<file path="config.mk">
export PLATFORM = sky130hd
export DESIGN_NAME = ddr3_app_arbiter_flat
export DESIGN_NICKNAME = d
export VERILOG_FILES = /design/src/rtl/ddr3_arb_pkg.sv /design/src/rtl/ddr3_app_arbiter_if.sv /design/src/rtl/ddr3_arb_tag_fifo.sv /design/src/rtl/ddr3_app_arbiter.sv /design/src/flat_wrapper.sv
export SDC_FILE = /design/constraint.sdc
export NUM_CORES = 1
export LEC_CHECK = 0
export BUFFER_PORTS_ARGS = -buffer_cell sky130_fd_sc_hd__buf_2
export CORE_AREA = 3 3 673 675
export DETAILED_ROUTE_END_ITERATION = 8
export DIE_AREA = 0 0 676 678
export PLACE_DENSITY = 0.3
export SLEW_MARGIN = 30
export SYNTH_ARGS = -nofsm -noshare
export SYNTH_HDL_FRONTEND = slang
export SYNTH_HIERARCHICAL = 1
export SYNTH_SLANG_ARGS = --single-unit
</file>
<file path="constraint.sdc">
create_clock -name ui_clk -period 4.28 [get_ports ui_clk]
set_input_delay 0.642 -clock ui_clk [delete_from_list [all_inputs] [get_ports ui_clk]]
set_output_delay 0.642 -clock ui_clk [all_outputs]
set_load 0.05 [all_outputs]
</file>
<file path="src/rtl/ddr3_arb_pkg.sv">
// Shared constants and types for the two-port DDR3 app-interface arbiter.
package ddr3_arb_pkg;

    localparam int DEF_ADDR_W = 29;
    localparam int DEF_DATA_W = 256;
    localparam int DEF_MASK_W = DEF_DATA_W / 8;

    localparam logic [2:0] CMD_WRITE = 3'b000;
    localparam logic [2:0] CMD_READ  = 3'b001;

    typedef enum logic {
        IDLE  = 1'b0,
        ISSUE = 1'b1
    } arb_state_t;

endpackage

</file>
<file path="src/rtl/ddr3_app_arbiter_if.sv">
// Requester and controller-facing signals of the arbiter; master = arbiter side.
interface ddr3_app_arbiter_if #(
    parameter int ADDR_W = ddr3_arb_pkg::DEF_ADDR_W,
    parameter int DATA_W = ddr3_arb_pkg::DEF_DATA_W
);
    localparam int MASK_W = DATA_W / 8;

    logic              p0_req_valid, p1_req_valid;
    logic              p0_req_ready, p1_req_ready;
    logic              p0_req_write, p1_req_write;
    logic [ADDR_W-1:0] p0_req_addr,  p1_req_addr;
    logic [DATA_W-1:0] p0_req_wdata, p1_req_wdata;
    logic [MASK_W-1:0] p0_req_wmask, p1_req_wmask;
    logic              p0_rd_valid,  p1_rd_valid;
    logic [DATA_W-1:0] p0_rd_data,   p1_rd_data;

    logic              app_en;
    logic [2:0]        app_cmd;
    logic [ADDR_W-1:0] app_addr;
    logic              app_wdf_wren;
    logic              app_wdf_end;
    logic [DATA_W-1:0] app_wdf_data;
    logic [MASK_W-1:0] app_wdf_mask;
    logic              app_rdy;
    logic              app_wdf_rdy;
    logic              app_rd_data_valid;
    logic [DATA_W-1:0] app_rd_data;
    logic              app_rd_data_end;

    modport master (
        input  p0_req_valid, p1_req_valid, p0_req_write, p1_req_write,
        input  p0_req_addr, p1_req_addr, p0_req_wdata, p1_req_wdata,
        input  p0_req_wmask, p1_req_wmask,
        output p0_req_ready, p1_req_ready,
        output p0_rd_valid, p1_rd_valid, p0_rd_data, p1_rd_data,
        output app_en, app_cmd, app_addr,
        output app_wdf_wren, app_wdf_end, app_wdf_data, app_wdf_mask,
        input  app_rdy, app_wdf_rdy, app_rd_data_valid, app_rd_data, app_rd_data_end
    );

    modport slave (
        output p0_req_valid, p1_req_valid, p0_req_write, p1_req_write,
        output p0_req_addr, p1_req_addr, p0_req_wdata, p1_req_wdata,
        output p0_req_wmask, p1_req_wmask,
        input  p0_req_ready, p1_req_ready,
        input  p0_rd_valid, p1_rd_valid, p0_rd_data, p1_rd_data,
        input  app_en, app_cmd, app_addr,
        input  app_wdf_wren, app_wdf_end, app_wdf_data, app_wdf_mask,
        output app_rdy, app_wdf_rdy, app_rd_data_valid, app_rd_data, app_rd_data_end
    );

endinterface

</file>
<file path="src/rtl/ddr3_arb_tag_fifo.sv">
// 1-bit tag FIFO holding the issuing port id of each outstanding read.
module ddr3_arb_tag_fifo #(
    parameter int DEPTH = 16
) (
    input  logic clk,
    input  logic rst_n,
    input  logic push,
    input  logic push_data,
    input  logic pop,
    output logic pop_data,
    output logic full,
    output logic empty
);
    localparam int PTR_W = $clog2(DEPTH);

    logic [DEPTH-1:0] mem;
    logic [PTR_W-1:0] wr_ptr, rd_ptr;
    logic [PTR_W:0]   count;
    logic             do_push, do_pop;

    assign empty    = (count == '0);
    assign full     = (count == (PTR_W + 1)'(DEPTH));
    assign do_pop   = pop & ~empty;
    // A full FIFO still accepts a push when a pop frees a slot in the same cycle.
    assign do_push  = push & (~full | do_pop);
    assign pop_data = mem[rd_ptr];

    always_ff @(posedge clk) begin
        if (do_push) mem[wr_ptr] <= push_data;
    end

    always_ff @(posedge clk or negedge rst_n) begin
        if (!rst_n) begin
            wr_ptr <= '0;
            rd_ptr <= '0;
            count  <= '0;
        end else begin
            if (do_push) wr_ptr <= wr_ptr + 1'b1;
            if (do_pop)  rd_ptr <= rd_ptr + 1'b1;
            case ({do_push, do_pop})
                2'b10:   count <= count + 1'b1;
                2'b01:   count <= count - 1'b1;
                default: count <= count;
            endcase
        end
    end

endmodule

</file>
<file path="src/rtl/ddr3_app_arbiter.sv">
// Two-port round-robin arbiter in front of the DDR3 controller app interface,
// with in-order read data routing through a tag FIFO.
module ddr3_app_arbiter
    import ddr3_arb_pkg::*;
#(
    parameter int RD_DEPTH = 16,
    parameter int ADDR_W   = DEF_ADDR_W,
    parameter int DATA_W   = DEF_DATA_W
) (
    input  logic               ui_clk,
    input  logic               ui_rst_n,
    input  logic               init_calib_complete,
    ddr3_app_arbiter_if.master bus,
    output logic               rd_orphan_err
);
    localparam int MASK_W = DATA_W / 8;

    arb_state_t        state;
    logic              last_grant, cur_port;
    logic              cmd_done, data_done;
    logic              app_en_q, wren_q, wend_q;
    logic [2:0]        cmd_q;
    logic [ADDR_W-1:0] addr_q;
    logic [DATA_W-1:0] wdata_q;
    logic [MASK_W-1:0] wmask_q;

    logic              tag_full, tag_empty, tag_pop_data, tag_push, tag_pop;
    logic              elig0, elig1, can_grant, grant0, grant1, grant_any;
    logic              sel_write;
    logic [ADDR_W-1:0] sel_addr;
    logic [DATA_W-1:0] sel_wdata;
    logic [MASK_W-1:0] sel_wmask;
    logic              cmd_fire, data_fire, cmd_ok, data_ok;

    logic [1:0]        rd_vld_p1;
    logic [DATA_W-1:0] rd_data_p1;
    logic              unused_rd_end;

    assign unused_rd_end = bus.app_rd_data_end;

    assign tag_pop  = bus.app_rd_data_valid & ~tag_empty;
    assign tag_push = app_en_q & bus.app_rdy & (cmd_q == CMD_READ);

    // A pop in the grant cycle frees a slot, so a read may go even when full.
    assign elig0 = bus.p0_req_valid & (bus.p0_req_write | ~tag_full | tag_pop);
    assign elig1 = bus.p1_req_valid & (bus.p1_req_write | ~tag_full | tag_pop);

    assign can_grant = (state == IDLE) & init_calib_complete;
    assign grant0    = can_grant & elig0 & (~elig1 | last_grant);
    assign grant1    = can_grant & elig1 & (~elig0 | ~last_grant);
    assign grant_any = grant0 | grant1;

    assign sel_write = grant1 ? bus.p1_req_write : bus.p0_req_write;
    assign sel_addr  = grant1 ? bus.p1_req_addr  : bus.p0_req_addr;
    assign sel_wdata = grant1 ? bus.p1_req_wdata : bus.p0_req_wdata;
    assign sel_wmask = grant1 ? bus.p1_req_wmask : bus.p0_req_wmask;

    assign cmd_fire  = app_en_q & bus.app_rdy;
    assign data_fire = wren_q & bus.app_wdf_rdy;
    assign cmd_ok    = cmd_done | cmd_fire;
    assign data_ok   = data_done | data_fire;

    assign bus.p0_req_ready = grant0;
    assign bus.p1_req_ready = grant1;
    assign bus.app_en       = app_en_q;
    assign bus.app_cmd      = cmd_q;
    assign bus.app_addr     = addr_q;
    assign bus.app_wdf_wren = wren_q;
    assign bus.app_wdf_end  = wend_q;
    assign bus.app_wdf_data = wdata_q;
    assign bus.app_wdf_mask = wmask_q;
    assign bus.p0_rd_valid  = rd_vld_p1[0];
    assign bus.p1_rd_valid  = rd_vld_p1[1];
    assign bus.p0_rd_data   = rd_data_p1;
    assign bus.p1_rd_data   = rd_data_p1;

    ddr3_arb_tag_fifo #(
        .DEPTH (RD_DEPTH)
    ) u_tag_fifo (
        .clk       (ui_clk),
        .rst_n     (ui_rst_n),
        .push      (tag_push),
        .push_data (cur_port),
        .pop       (tag_pop),
        .pop_data  (tag_pop_data),
        .full      (tag_full),
        .empty     (tag_empty)
    );

    // Grant / issue stage: command and write-data handshakes retire independently.
    always_ff @(posedge ui_clk or negedge ui_rst_n) begin
        if (!ui_rst_n) begin
            state      <= IDLE;
            last_grant <= 1'b1;
            cur_port   <= 1'b0;
            cmd_done   <= 1'b0;
            data_done  <= 1'b0;
            app_en_q   <= 1'b0;
            wren_q     <= 1'b0;
            wend_q     <= 1'b0;
            cmd_q      <= 3'b000;
            addr_q     <= '0;
            wdata_q    <= '0;
            wmask_q    <= '0;
        end else begin
            case (state)
                IDLE: begin
                    if (grant_any) begin
                        state      <= ISSUE;
                        last_grant <= grant1;
                        cur_port   <= grant1;
                        app_en_q   <= 1'b1;
                        cmd_q      <= sel_write ? CMD_WRITE : CMD_READ;
                        addr_q     <= sel_addr;
                        wren_q     <= sel_write;
                        wend_q     <= sel_write;
                        wdata_q    <= sel_wdata;
                        wmask_q    <= sel_wmask;
                        cmd_done   <= 1'b0;
                        data_done  <= ~sel_write;
                    end
                end
                ISSUE: begin
                    if (cmd_fire) begin
                        app_en_q <= 1'b0;
                        cmd_done <= 1'b1;
                    end
                    if (data_fire) begin
                        wren_q    <= 1'b0;
                        wend_q    <= 1'b0;
                        data_done <= 1'b1;
                    end
                    if (cmd_ok && data_ok) state <= IDLE;
                end
                default: state <= IDLE;
            endcase
        end
    end

    // Read return stage: one register between controller and requester.
    always_ff @(posedge ui_clk or negedge ui_rst_n) begin
        if (!ui_rst_n) begin
            rd_vld_p1     <= 2'b00;
            rd_data_p1    <= '0;
            rd_orphan_err <= 1'b0;
        end else begin
            rd_vld_p1[0] <= tag_pop & ~tag_pop_data;
            rd_vld_p1[1] <= tag_pop & tag_pop_data;
            if (tag_pop) rd_data_p1 <= bus.app_rd_data;
            if (bus.app_rd_data_valid && tag_empty) rd_orphan_err <= 1'b1;
        end
    end

endmodule
</file>
<file path="src/flat_wrapper.sv">
// flat-port wrapper written by rule: the top's interface ports become plain ports
module ddr3_app_arbiter_flat import ddr3_arb_pkg::*;
#(
    parameter int RD_DEPTH = 16,
    parameter int ADDR_W   = DEF_ADDR_W,
    parameter int DATA_W   = DEF_DATA_W
)
  (ui_clk, ui_rst_n, init_calib_complete, rd_orphan_err, bus_p0_req_valid, bus_p1_req_valid, bus_p0_req_write, bus_p1_req_write, bus_p0_req_addr, bus_p1_req_addr, bus_p0_req_wdata, bus_p1_req_wdata, bus_p0_req_wmask, bus_p1_req_wmask, bus_p0_req_ready, bus_p1_req_ready, bus_p0_rd_valid, bus_p1_rd_valid, bus_p0_rd_data, bus_p1_rd_data, bus_app_en, bus_app_cmd, bus_app_addr, bus_app_wdf_wren, bus_app_wdf_end, bus_app_wdf_data, bus_app_wdf_mask, bus_app_rdy, bus_app_wdf_rdy, bus_app_rd_data_valid, bus_app_rd_data, bus_app_rd_data_end);
  ddr3_app_arbiter_if #(.ADDR_W(ADDR_W), .DATA_W(DATA_W)) bus_i ();
  input  logic ui_clk;
  input  logic ui_rst_n;
  input  logic init_calib_complete;
  output logic rd_orphan_err;
  input wire logic [$bits(bus_i.p0_req_valid)-1:0] bus_p0_req_valid;
  input wire logic [$bits(bus_i.p1_req_valid)-1:0] bus_p1_req_valid;
  input wire logic [$bits(bus_i.p0_req_write)-1:0] bus_p0_req_write;
  input wire logic [$bits(bus_i.p1_req_write)-1:0] bus_p1_req_write;
  input wire logic [$bits(bus_i.p0_req_addr)-1:0] bus_p0_req_addr;
  input wire logic [$bits(bus_i.p1_req_addr)-1:0] bus_p1_req_addr;
  input wire logic [$bits(bus_i.p0_req_wdata)-1:0] bus_p0_req_wdata;
  input wire logic [$bits(bus_i.p1_req_wdata)-1:0] bus_p1_req_wdata;
  input wire logic [$bits(bus_i.p0_req_wmask)-1:0] bus_p0_req_wmask;
  input wire logic [$bits(bus_i.p1_req_wmask)-1:0] bus_p1_req_wmask;
  output wire logic [$bits(bus_i.p0_req_ready)-1:0] bus_p0_req_ready;
  output wire logic [$bits(bus_i.p1_req_ready)-1:0] bus_p1_req_ready;
  output wire logic [$bits(bus_i.p0_rd_valid)-1:0] bus_p0_rd_valid;
  output wire logic [$bits(bus_i.p1_rd_valid)-1:0] bus_p1_rd_valid;
  output wire logic [$bits(bus_i.p0_rd_data)-1:0] bus_p0_rd_data;
  output wire logic [$bits(bus_i.p1_rd_data)-1:0] bus_p1_rd_data;
  output wire logic [$bits(bus_i.app_en)-1:0] bus_app_en;
  output wire logic [$bits(bus_i.app_cmd)-1:0] bus_app_cmd;
  output wire logic [$bits(bus_i.app_addr)-1:0] bus_app_addr;
  output wire logic [$bits(bus_i.app_wdf_wren)-1:0] bus_app_wdf_wren;
  output wire logic [$bits(bus_i.app_wdf_end)-1:0] bus_app_wdf_end;
  output wire logic [$bits(bus_i.app_wdf_data)-1:0] bus_app_wdf_data;
  output wire logic [$bits(bus_i.app_wdf_mask)-1:0] bus_app_wdf_mask;
  input wire logic [$bits(bus_i.app_rdy)-1:0] bus_app_rdy;
  input wire logic [$bits(bus_i.app_wdf_rdy)-1:0] bus_app_wdf_rdy;
  input wire logic [$bits(bus_i.app_rd_data_valid)-1:0] bus_app_rd_data_valid;
  input wire logic [$bits(bus_i.app_rd_data)-1:0] bus_app_rd_data;
  input wire logic [$bits(bus_i.app_rd_data_end)-1:0] bus_app_rd_data_end;
  assign bus_i.p0_req_valid = bus_p0_req_valid;
  assign bus_i.p1_req_valid = bus_p1_req_valid;
  assign bus_i.p0_req_write = bus_p0_req_write;
  assign bus_i.p1_req_write = bus_p1_req_write;
  assign bus_i.p0_req_addr = bus_p0_req_addr;
  assign bus_i.p1_req_addr = bus_p1_req_addr;
  assign bus_i.p0_req_wdata = bus_p0_req_wdata;
  assign bus_i.p1_req_wdata = bus_p1_req_wdata;
  assign bus_i.p0_req_wmask = bus_p0_req_wmask;
  assign bus_i.p1_req_wmask = bus_p1_req_wmask;
  assign bus_p0_req_ready = bus_i.p0_req_ready;
  assign bus_p1_req_ready = bus_i.p1_req_ready;
  assign bus_p0_rd_valid = bus_i.p0_rd_valid;
  assign bus_p1_rd_valid = bus_i.p1_rd_valid;
  assign bus_p0_rd_data = bus_i.p0_rd_data;
  assign bus_p1_rd_data = bus_i.p1_rd_data;
  assign bus_app_en = bus_i.app_en;
  assign bus_app_cmd = bus_i.app_cmd;
  assign bus_app_addr = bus_i.app_addr;
  assign bus_app_wdf_wren = bus_i.app_wdf_wren;
  assign bus_app_wdf_end = bus_i.app_wdf_end;
  assign bus_app_wdf_data = bus_i.app_wdf_data;
  assign bus_app_wdf_mask = bus_i.app_wdf_mask;
  assign bus_i.app_rdy = bus_app_rdy;
  assign bus_i.app_wdf_rdy = bus_app_wdf_rdy;
  assign bus_i.app_rd_data_valid = bus_app_rd_data_valid;
  assign bus_i.app_rd_data = bus_app_rd_data;
  assign bus_i.app_rd_data_end = bus_app_rd_data_end;
  ddr3_app_arbiter #(.RD_DEPTH(RD_DEPTH), .ADDR_W(ADDR_W), .DATA_W(DATA_W)) u_core (.ui_clk(ui_clk), .ui_rst_n(ui_rst_n), .init_calib_complete(init_calib_complete), .bus(bus_i), .rd_orphan_err(rd_orphan_err));
endmodule
</file>
==> flow_summary.json <==
{
  "status": "complete, no violations",
  "tightest_slew_ps": 948.3,
  "holdWs_ps": 122.5,
  "grt_pass1_vias": 32090,
  "wire_per_inst_um": 29.16,
  "layout-drive-gt1-share_pct": 40.95,
  "slowest_stage": "o21a_4",
  "fin_nets": 5611,
  "cp-start-kind": "flop",
  "track_usage_pct": 13.26,
  "numCtsBuffers": 90,
  "place.gp.congestion": 1.005,
  "finalSetupTns_ps": 0,
  "final_antenna_net_count": 0,
  "die-width_um": 676,
  "ys_seq_elements": 613,
  "synth.area.top_cells": "dfrtp_1, nand2_1, a221o_1, buf_4, and3_1",
  "cts_root_buf": "clkbuf_16",
  "start_util_pct": 6.235,
  "finalSetupViolations": 0,
  "drc_errors": 0,
  "htreeDepth": 3,
  "dieHeight_um": 678,
  "drt-total-wl_um": 317200,
  "insertion_delay_ps": 800,
  "cap_violations": 0,
  "fillerInstances": 52130,
  "fmax_mhz": 263.9,
  "crit_chain": "nor4_2 > and2b_1 > nand2b_4 > inv_8 > o211a_4 > o21a_4 > buf_2",
  "async_reset_ff_share_pct": 97.39,
  "leakage_uw": 0.02344,
  "ys_seq_area_share_pct": 55.19,
  "dieArea_mm2": 0.4583,
  "post_synth_instance_area_mm2": 0.02794,
  "ios": 1741,
  "ir_drop_uv": 387.7,
  "final_max_slew_viol_count": 0,
  "hold_buffers": 469,
  "endpoint_kind": "primary output",
  "critPathMaxStageDelay_ps": 480,
  "antenna_found_initial": 236,
  "post_synth_num_cell_types": 51,
  "hold_viol_final": 0,
  "postCtsResizedCells": 0,
  "relSlewSlack_pct": 36.78,
  "cp.required_ps": 3640,
  "yosys_warnings": 6,
  "critPathKind": "flop to primary output",
  "synth_flop_cell": "dfrtp_1",
  "dr.pass1.iters": 5,
  "synthCells": 2833,
  "clock_sinks": 613,
  "hpwlAfterDp_um": 274400,
  "areaGrowthSynthToFinish_pct": 78.43,
  "p_per_area_mw_per_mm2": 786.3,
  "final_core_util_pct": 11.12,
  "fin_crit_sh_pct": 88.55,
  "cts_setup_buffers": 0,
  "grt_max_degree": 138,
  "detail_route.iter0.violations": 2112,
  "syn_avg_cell_area_um2": 9.863,
  "clock_path_buffers": 4,
  "cts_tree": "built",
  "synth_top_area_share_pct": 53.38,
  "grt-ovfl-total": 0,
  "cp_max_fo": 17,
  "fin_worst_skew_ps": 32.82,
  "core_mm2": 0.4482,
  "via_count": 31540,
  "period_needed_ps": 3790,
  "arrival_ps": 3150,
  "rsz0062_at_grt": "false",
  "synth_edf_count": 16,
  "drt-vias-per-instance": 2.900,
  "row_count": 246,
  "path_clk_slew_ps": 60,
  "grt_pass1_wl_um": 388900,
  "port_buffers": 1737,
  "hold_path.class": "input port to flop",
  "synth_top_cell_by_area": "dfrtp_1"
}
critical path: cells and delay by family, from the launching register on:
family | cells | cell delay [ps]
AO/OA/AOI/OAI | 2 | 900
buffers and inverters | 2 | 480
flip-flops | 1 | 420
AND/OR/NAND/NOR | 3 | 450
routing by layer:
metal | share of wire, % | vias to the layer above | GRT usage [%] | wire length, um
met2 | 53 | 1664 | 24.97 | 168400
met3 | 9.6 | 621 | 5.303 | 30330
met1 | 33 | 15550 | 12.79 | 104500
met4 | 4.1 | 146 | 5.090 | 12900
li1 | - | 13550 | - | -
met5 | 0.30 | - | 0 | 964
cell usage in the layout, fill, tap and decap left out, types with 3 or more instances in the layout:
master	count
buf_2	1736
nand2_1	784
dfrtp_1	596
dlygate4sd3_1	469
and3_1	225
a221o_1	221
diode_2	171
nor3_1	100
nand3_1	99
a31oi_1	97
clkbuf_16	91
o21ai_0	82
buf_4	41
o21ai_1	22
buf_12	20
clkbuf_1	17
clkbuf_8	16
edfxtp_1	16
nor2_1	14
ha_1	9
inv_1	8
bufinv_16	7
xnor2_1	7
inv_6	5
clkinv_2	4
nand2b_1	4
a21oi_1	4
a21o_1	4
nor2b_1	3
o211a_4	3
mux2i_1	3
xor2_1	3
where the power goes:
group / leakage, uW / internal (uW) / switching (uW)
combinational: 0.0146 / 4510 / 16900
sequential: 0.00739 / 8080 / 1970
clock: 0.00142 / 4570 / 3150
sequential cells by signal, summed over array words and instances, names as in the netlist, 2 cells and up:
signal	flops
u_core/u_tag_fifo/rd_ptr	4
u_core/u_tag_fifo/count	5
u_core/u_tag_fifo/wr_ptr	4
u_core/bus.p0_rd_data	256
u_core/bus.app_wdf_data	256
u_core/bus.app_wdf_mask	32
u_core/bus.app_addr	29
u_core/u_tag_fifo/mem	16
u_core/rd_vld_p1	2
per-stage QoR:
step	cell area, um^2	worst slack (ps)	power [uW]	std cells
after floorplan	27940	901.6	23800	2834
after global placement	41780	658.4	31620	10090
after detailed placement	41830	881.7	31650	10090
after CTS	49430	233.3	40160	10710
after global routing	49760	214.7	41000	10840
final	49860	490.1	39200	10880
cells in the mapped netlist, types with 15 or more instances:
cell      instances
buf_6            23
buf_4           262
o21ai_1          22
nor3_1          100
buf_2            64
and3_1          225
clkbuf_1        135
nor2_1           15
nand3_1          99
edfxtp_1         16
a31oi_1          97
o21ai_0          82
a221o_1         221
nand2_1         785
dfrtp_1         596
logic make-up after synthesis:
family | synth area share [%]
AND/OR/NAND/NOR | 19.82
flip-flops | 55.19
buffers and inverters | 11.21
AO/OA/AOI/OAI | 12.62
adder cells (fa/ha/maj) | 0.4747
XOR/XNOR | 0.3135
multiplexers | 0.3627
other | 0.01342
worst paths after layout:
kind,from,end,slack (ps),depth (start not counted)
min in group asynchronous,ui_rst_n,u_core/bus.app_wdf_data[57]$_DFFE_PN0P_,370,2
worst max register to register,u_core/u_tag_fifo/count[0]$_DFFE_PN0P_,u_core/bus.app_wdf_mask[3]$_DFFE_PN0P_,820,9
max in group asynchronous,ui_rst_n,u_core/bus.app_wdf_data[177]$_DFFE_PN0P_,2650,3
worst min register to register,u_core/rd_orphan_err$_DFFE_PN0P_,u_core/rd_orphan_err$_DFFE_PN0P_,470,1
worst max-delay path,u_core/u_tag_fifo/count[0]$_DFFE_PN0P_,bus_p0_req_ready,490,7
worst min-delay path,bus_app_rd_data[48],u_core/bus.p0_rd_data[48]$_DFFE_PN0P_,120,3
cell type report:
type / count / area (um^2) / area share (%)
well taps: 5952 / 7447 / 14.94
clock buffers: 124 / 2561 / 5.137
flip-flops and latches: 613 / 15420 / 30.93
diodes: 171 / 427.9 / 0.8583
inverters: 9 / 41.29 / 0.08282
repair buffers: 2270 / 14160 / 28.39
multi-input cells: 1716 / 9462 / 18.98
clock inverters: 22 / 339.1 / 0.6801
(Power assumes the default switching activity.)
